--- config.mk ---
export PLATFORM = sky130hd
export DESIGN_NAME = riscv_i32_dmem_response
export DESIGN_NICKNAME = d
export VERILOG_FILES = /design/src/rtl/riscv_i32_dmem_response.sv
export SDC_FILE = /design/constraint.sdc
export NUM_CORES = 1
export LEC_CHECK = 0
export ABC_CLOCK_PERIOD_IN_PS = 1800
export BUFFER_PORTS_ARGS = -buffer_cell sky130_fd_sc_hd__clkbuf_2
export CAP_MARGIN = 20
export CORE_UTILIZATION = 49
export CTS_CLUSTER_SIZE = 12
export DETAILED_ROUTE_END_ITERATION = 10
export PLACE_DENSITY = 0.8
export SYNTH_ARGS = -nofsm -noshare
export SYNTH_HDL_FRONTEND = slang
export SYNTH_SLANG_ARGS = --single-unit
--- constraint.sdc ---
create_clock -name clk -period 1.8 [get_ports clk]
set_input_delay 0.27 -clock clk [delete_from_list [all_inputs] [get_ports clk]]
set_output_delay 0.27 -clock clk [all_outputs]
set_load 0.1 [all_outputs]
--- src/rtl/riscv_i32_dmem_response.sv ---
// Load response path for an RV32I data port: rotates, merges, masks and sign-extends
// memory read words into the final load result, including two-beat misaligned loads.
module riscv_i32_dmem_response (
  input  logic        clk,
  input  logic        reset_n,
  input  logic        req_valid,
  input  logic        req_reading,
  input  logic [31:0] req_address,
  input  logic [1:0]  req_rotation,
  input  logic [3:0]  req_byte_enable,
  input  logic        req_sign_extend_byte,
  input  logic        req_sign_extend_half,
  input  logic        req_multicycle,
  input  logic        flush,
  input  logic        mem_resp_valid,
  input  logic        mem_resp_error,
  input  logic [31:0] mem_resp_data,
  input  logic        second_req_ack,
  output logic        busy,
  output logic        second_req_valid,
  output logic [31:0] second_req_address,
  output logic        load_valid,
  output logic [31:0] load_data,
  output logic        load_error
);

  typedef enum logic [1:0] {
    IDLE        = 2'd0,
    WAIT_FIRST  = 2'd1,
    REQ_SECOND  = 2'd2,
    WAIT_SECOND = 2'd3
  } state_t;

  // Everything needed to shape the result, captured once when the load is accepted.
  typedef struct packed {
    logic [1:0] rotation;
    logic [3:0] byte_enable;
    logic       sext_byte;
    logic       sext_half;
    logic       multicycle;
  } load_ctrl_t;

  state_t     state_q;
  load_ctrl_t ctrl_q;
  logic [31:0] merge_q;
  logic [31:0] second_addr_q;
  logic        load_valid_q;
  logic [31:0] load_data_q;
  logic        load_error_q;

  // Result byte i takes memory byte (i + rot) mod 4.
  function automatic logic [31:0] rotate_right(input logic [31:0] d, input logic [1:0] rot);
    case (rot)
      2'd0:    return d;
      2'd1:    return {d[7:0],  d[31:8]};
      2'd2:    return {d[15:0], d[31:16]};
      default: return {d[23:0], d[31:24]};
    endcase
  endfunction

  function automatic logic [31:0] mask_extend(input logic [31:0] d,
                                              input logic [3:0]  be,
                                              input logic        sb,
                                              input logic        sh);
    logic [31:0] r;
    r = d & {{8{be[3]}}, {8{be[2]}}, {8{be[1]}}, {8{be[0]}}};
    if (sb) begin
      r[31:8] = {24{r[7]}};
    end else if (sh) begin
      r[31:16] = {16{r[15]}};
    end
    return r;
  endfunction

  // Low bytes come from the first word, the tail of the access from the second.
  function automatic logic [31:0] merge_words(input logic [31:0] first_rot,
                                              input logic [31:0] second_rot,
                                              input logic [1:0]  rot);
    logic [31:0] r;
    r = '0;
    for (int i = 0; i < 4; i++) begin
      if (i + int'(rot) < 4) begin
        r[8*i +: 8] = first_rot[8*i +: 8];
      end else begin
        r[8*i +: 8] = second_rot[8*i +: 8];
      end
    end
    return r;
  endfunction

  logic [31:0] resp_rot;
  logic [31:0] single_result;
  logic [31:0] merged_result;
  logic [31:0] next_word_addr;
  logic        accept_req;

  assign resp_rot       = rotate_right(mem_resp_data, ctrl_q.rotation);
  assign single_result  = mask_extend(resp_rot, ctrl_q.byte_enable,
                                      ctrl_q.sext_byte, ctrl_q.sext_half);
  assign merged_result  = mask_extend(merge_words(merge_q, resp_rot, ctrl_q.rotation),
                                      ctrl_q.byte_enable, ctrl_q.sext_byte, ctrl_q.sext_half);
  assign next_word_addr = (req_address & ~32'd3) + 32'd4;
  assign accept_req     = req_valid && req_reading;

  // NOTE: sequential state uses non-blocking assignments so every register samples
  // pre-edge values; blocking here would create order-dependent simulation races.
  always_ff @(posedge clk or negedge reset_n) begin
    if (!reset_n) begin
      state_q       <= IDLE;
      ctrl_q        <= '0;
      merge_q       <= '0;
      second_addr_q <= '0;
      load_valid_q  <= 1'b0;
      load_data_q   <= '0;
      load_error_q  <= 1'b0;
    end else begin
      load_valid_q <= 1'b0;
      if (flush) begin
        // A response arriving with flush belongs to the cancelled load and is dropped.
        state_q <= IDLE;
      end else begin
        case (state_q)
          IDLE: begin
            if (accept_req) begin
              ctrl_q.rotation    <= req_rotation;
              ctrl_q.byte_enable <= req_byte_enable;
              ctrl_q.sext_byte   <= req_sign_extend_byte;
              ctrl_q.sext_half   <= req_sign_extend_half;
              ctrl_q.multicycle  <= req_multicycle;
              second_addr_q      <= next_word_addr;
              state_q            <= WAIT_FIRST;
            end
          end

          WAIT_FIRST: begin
            if (mem_resp_valid) begin
              if (mem_resp_error) begin
                load_valid_q <= 1'b1;
                load_error_q <= 1'b1;
                load_data_q  <= '0;
                state_q      <= IDLE;
              end else if (ctrl_q.multicycle) begin
                merge_q <= resp_rot;
                state_q <= REQ_SECOND;
              end else begin
                load_valid_q <= 1'b1;
                load_error_q <= 1'b0;
                load_data_q  <= single_result;
                state_q      <= IDLE;
              end
            end
          end

          REQ_SECOND: begin
            if (second_req_ack) begin
              state_q <= WAIT_SECOND;
            end
          end

          WAIT_SECOND: begin
            if (mem_resp_valid) begin
              load_valid_q <= 1'b1;
              load_error_q <= mem_resp_error;
              load_data_q  <= mem_resp_error ? 32'd0 : merged_result;
              state_q      <= IDLE;
            end
          end

          default: state_q <= IDLE;
        endcase
      end
    end
  end

  assign busy               = (state_q != IDLE);
  assign second_req_valid   = (state_q == REQ_SECOND);
  assign second_req_address = second_addr_q;
  assign load_valid         = load_valid_q;
  assign load_data          = load_data_q;
  assign load_error         = load_error_q;

endmodule
* After elaboration in Yosys (flattened, before gate mapping)
Cells that the tools add are included.
Word-level totals: bits in registers 109, input bits 81, output and inout bits 68, logic and storage cells 80
Cells by class: add/sub/neg operators 4, $lt $le $gt $ge 4, equality and inequality tests 12, multiplexer cells 36, bitwise logic cells 4, reduce and logical (&&, ||, !) cells 9
Operator list (count):
- $mux W32 | 5
- $pmux W32 S3 | 1
- $and A32 B32 Y32 | 2
- $mux W16 | 4
- $pmux W32 S2 | 1
- $mux W8 | 6
- $add A32 B3 Y32 const B | 1
- $ne A3 B3 Y1 const B | 5
- $mux W2 | 7
- $reduce_and A5 Y1 | 2
- $lt A3 B3 Y1 const B | 3
- $mux W1 | 9
- $pmux W2 S4 | 1
- $add A2 B2 Y3 const A | 2
- $eq A2 B2 Y1 const B | 3
- $eq A2 B1 Y1 const B | 2
- $logic_not A2 Y1 | 2
- $ne A2 B2 Y1 const B | 2
- $pmux W1 S2 | 2
- $reduce_and A4 Y1 | 1
- $reduce_bool A2 Y1 | 2
- $add A1 B2 Y3 const A | 1
- $lt A2 B3 Y1 const B | 1
- $reduce_and A3 Y1 | 1
- 2 further kinds | 3

* Depth between registers and ports, before layout
word-level depth 9, mapped depth 9, gate-level depth less buffers 6

* Worst setup path before layout
OpenSTA, ideal clock, no wires.
path type register to register, start point register state_q[1], end point register second_addr_q[3] (netlist: second_req_address[3]), library setup time 0.128 ns, data arrival time 2.196 ns, required time 1.672 ns, path slack -0.524 ns, cell stages (with the launch flop) 6, buffers on the path 2, clock period less this slack 2.324 ns, cells stage by stage dfrtp_1 -> clkbuf_1 -> or2_1 -> nor3_2 -> buf_2 -> mux2_1
Between the ends: word-level cells in the longest chain between the ends 2
Ends and longest elaborated chain:
- start: declaration | RTL line 43 | state_t state_q;
- start signal: assignment | RTL line 109 | state_q <= IDLE;
- start signal: assignment | RTL line 120 | state_q <= IDLE;
- start signal: assignment | RTL line 131 | state_q <= WAIT_FIRST;
- $logic_not A2 Y1 | RTL line 122 | case (state_q)
- $reduce_and A3 Y1 (no line)
- end signal: assignment | RTL line 130 | second_addr_q <= next_word_addr;
- end: declaration | RTL line 46 | logic [31:0] second_addr_q;
Every way passes these cells. A chain may end at the register's enable or synchronous reset.

* Worst setup path after layout
start point register ctrl_q[7] in the netlist's numbering, end point register load_data_q[27] (netlist: load_data[27])
Between the ends: word-level cells in the longest chain between the ends 9, elaborated cells between the ends (all ways) 24, classes of those cells add/sub: 2; order compare: 3; eq/ne: 2; mux: 14; bitwise: 2; reduce/logical: 1
Ends and longest elaborated chain:
- start: declaration | RTL line 44 | load_ctrl_t ctrl_q;
- $add A2 B2 Y3 (tied with other cells) | RTL line 82 | if (i + int'(rot) < 4) begin
- $lt A3 B3 Y1 or $pmux W32 S3 (tied branches) | RTL line 82, 53
- $mux W8 or $and A32 B32 Y32 (tied branches) | RTL line 82, 66
- $and A32 B32 Y32 or $mux W16 (tied branches) | RTL line 66, 69
- $mux W16 (on tied branches) | RTL line 69, 67
- $mux W16 or $mux W32 (tied branches) | RTL line 67, 142
- $mux W32 (on tied branches) | RTL line 164, 137
- $mux W32 (on tied branches) | RTL line 161, 136
- $pmux W32 S2 (*) | RTL line 122
- end signal: assignment | RTL line 148 | load_data_q <= single_result;
- end signal: assignment | RTL line 164 | load_data_q <= mem_resp_error ? 32'd0 : merged_result;
- end: declaration | RTL line 48 | logic [31:0] load_data_q;
Every way passes the cells marked *; elsewhere a longest branch is shown, timed or not. The select of a mux whose other input is x is not followed.

==> results.cfg <==
[power]
p_sw_frac = 0.470
pwr-share-seq = 0.312
leakage_nw = 3.86
powerDensity_mw_per_mm2 = 1310
p_int_mw = 5.62
comb_power_share = 0.485
power_mw = 10.6
pwr-share-clk = 0.203
ir_worst_vdd_uv = 798
switching_power_mw = 4.98

[die]
die_h_um = 115
rows = 40
die_area_sq_mm = 0.0133
die_w_um = 115
start_util = 0.511
ios = 149
core_sq_mm = 0.0123

[logic_synthesis]
synth_most_common_cell = dfrtp_1
async_reset_ff_frac = 1.00
syn_avg_cell_area_sq_um = 9.44
synth_top_cells_by_count = dfrtp_1, nand2_1, nor2_1
synth_flop_cell = dfrtp_1
yosysUniqueCellTypes = 60
ys_ff_latch = 107
synth_edf_count = 0
synth_warnings = 0
synth.area.top_cells = dfrtp_1, mux2i_1, mux2_2
synthCells = 664
synth_top_area_cell = dfrtp_1
synth_area_sq_mm = 0.00627
synthDominantCellAreaShare = 0.427
seq_area_frac_synth = 0.427

[sta]
setup_violations = 20
whs_ns = 0.129
slew_headroom = 0.619
tns_ns = -1.13
finalHoldViolations = 0
post-route-period-util = 1.07
clock_skew_ns = 0.00607
slew_viol_final = 0
finalCriticalPeriod_ns = 1.92
worst_slew_pin_slew_ns = 0.574
fmax_ghz = 0.520
rsz0062_at_grt = true
setup_ws_ns = -0.124

[worst_setup_path]
ff2ff_setup_slack_ns = -0.12
cp.required_ns = 2.03
worstReg2RegEnd = load_data[27]
crit_end = load_data[27]
critical_path.startpoint = ctrl_q[7]
worst-r2r-cell-count = 7
crit_arrival_ns = 2.15
cp_cell_sequence = buf_12 > buf_12 > mux2i_4 > nand2_1 > and4_1 > a211oi_1 > o31ai_2
critPathMaxFanout = 26
path_common_cell = buf_12
cpMaxStageDelayCell = dfrtp_2
worst_setup_path_end_kind = flop
critPathMaxStageDelay_ns = 0.46
startpoint_type = flop
rr_startpoint = ctrl_q[7]
crit_type = flop to flop

[outcome]
failed_checks = negative setup slack
status = complete, but fails checks

[cells_and_area]
final.fill_count = 987
layout-drive-gt1-share = 0.345
finalInstanceArea_sq_mm = 0.00808
syn_to_final_growth_pct = 28.9
nets = 924
final_util = 0.659
final_cells = 1014
multi_input_area_sq_mm = 0.00348
diodes = 0
regArea_sq_mm = 0.00268

[route]
ant_nets = 0
wl_per_cell_um = 17.2
wirelength_mm = 17.4
drt-pass1-iter-count = 5
drcViolationCount = 0
viasPerCell = 5.68
drt-initial-drc-count = 535
vias = 5755

[job]
drv_cap = 0

[grt]
grt_max_degree = 49
antenna_found_initial = 0
grt_pass1_vias = 5588
grt_use_total = 0.277
grt_pass1_wl_mm = 28.0
overflow = 0

[place]
dp_hpwl_mm = 12.6
placed_cells = 996
place.gp.congestion = 0.920
dpl_cell_area_sq_mm = 0.00760
dp_slack_ns = -0.0830
port_buffers = 144

[clock_tree]
clock_latency_ns = 0.35
numClockSinks = 107
cts_tree = yes
htreeDepth = 3
clk_path_buf_depth = 2
cts_made_buffers = 9
cts_root_buffer = clkbuf_16
clk_pin_slew_ns = 0.07

[worst_hold_path]
hold_path.class = input pin to flop
[kinds of logic after synthesis]
logic type,share of synthesized area
simple gates,0.160
other cells,0.000598
compound gates,0.170
flops,0.427
fa+ha+maj,0.00199
buf+inv,0.0423
xor+xnor,0.0377
mux,0.160
[cell usage in the layout (no fill, tap or decap), types with 26 or more instances in the layout]
cell,instances
a21oi_1,45
buf_4,57
clkbuf_2,141
dfrtp_1,106
mux2_2,26
mux2i_1,41
nand2_1,65
nor2_1,64
o21ai_0,31
o21ai_1,30
[per-layer routing]
metal | vias to the layer above | part of all wire | track usage
met5 | - | 0 | 0
met1 | 2719 | 0.41 | 0.345
met3 | 37 | 0.088 | 0.0923
li1 | 2741 | - | -
met4 | 0 | 0.029 | 0.0996
met2 | 258 | 0.47 | 0.449
[worst max-delay path, delay by kind of cell (launching register included)]
family | cells | cell delay (ns)
AO/OA/AOI/OAI | 2 | 0.35
buffers and inverters | 2 | 0.41
flip-flops | 1 | 0.46
multiplexers | 1 | 0.25
AND/OR/NAND/NOR | 2 | 0.32
[flip-flops by register name, indices dropped and copies added, names as in the netlist]
register	flops
merge_q	32
load_data	32
second_req_address	30
ctrl_q	9
load_error	1
load_valid	1
state_q	2
[cell type report]
| cell class | instances | share of cell area |
|---|---|---|
| multi-input cells | 502 | 0.430 |
| flip-flops and latches | 107 | 0.331 |
| well taps | 168 | 0.0260 |
| clock buffers | 10 | 0.0296 |
| clock inverters | 5 | 0.0105 |
| inverters | 11 | 0.00511 |
| repair buffers | 211 | 0.167 |
[power groups by stage]
stage / clock network, mW / registers (mW) / logic (mW)
floorplan: 0 / 5.40 / 1.75
global placement: 0 / 3.32 / 4.92
detailed placement: 0 / 3.34 / 4.99
CTS: 2.19 / 3.30 / 5.04
global route: 2.29 / 3.37 / 5.43
finish: 2.15 / 3.31 / 5.14
[worst min-delay path by stage]
stage | startpoint | to | slack (ns) | cells past startpoint
floorplan | reset_n | ctrl_q[0] | -0.03 | 0
global placement | reset_n | merge_q[2] | 0.27 | 1
detailed placement | reset_n | merge_q[3] | 0.26 | 1
CTS | req_byte_enable[3] | ctrl_q[6] | 0.12 | 3
global route | req_multicycle | ctrl_q[0] | 0.13 | 2
finish | req_sign_extend_byte | ctrl_q[2] | 0.13 | 3
[timing repair]
item,4_1_cts,5_1_grt
pin swaps,0,2
setup buffers,1,0
hold buffers,1,0
endpoints found under the hold margin,31,0
endpoints found under the setup margin,22,41
resized for setup,7,27
gates cloned,0,1
Power figures use the tool's default switching activity.
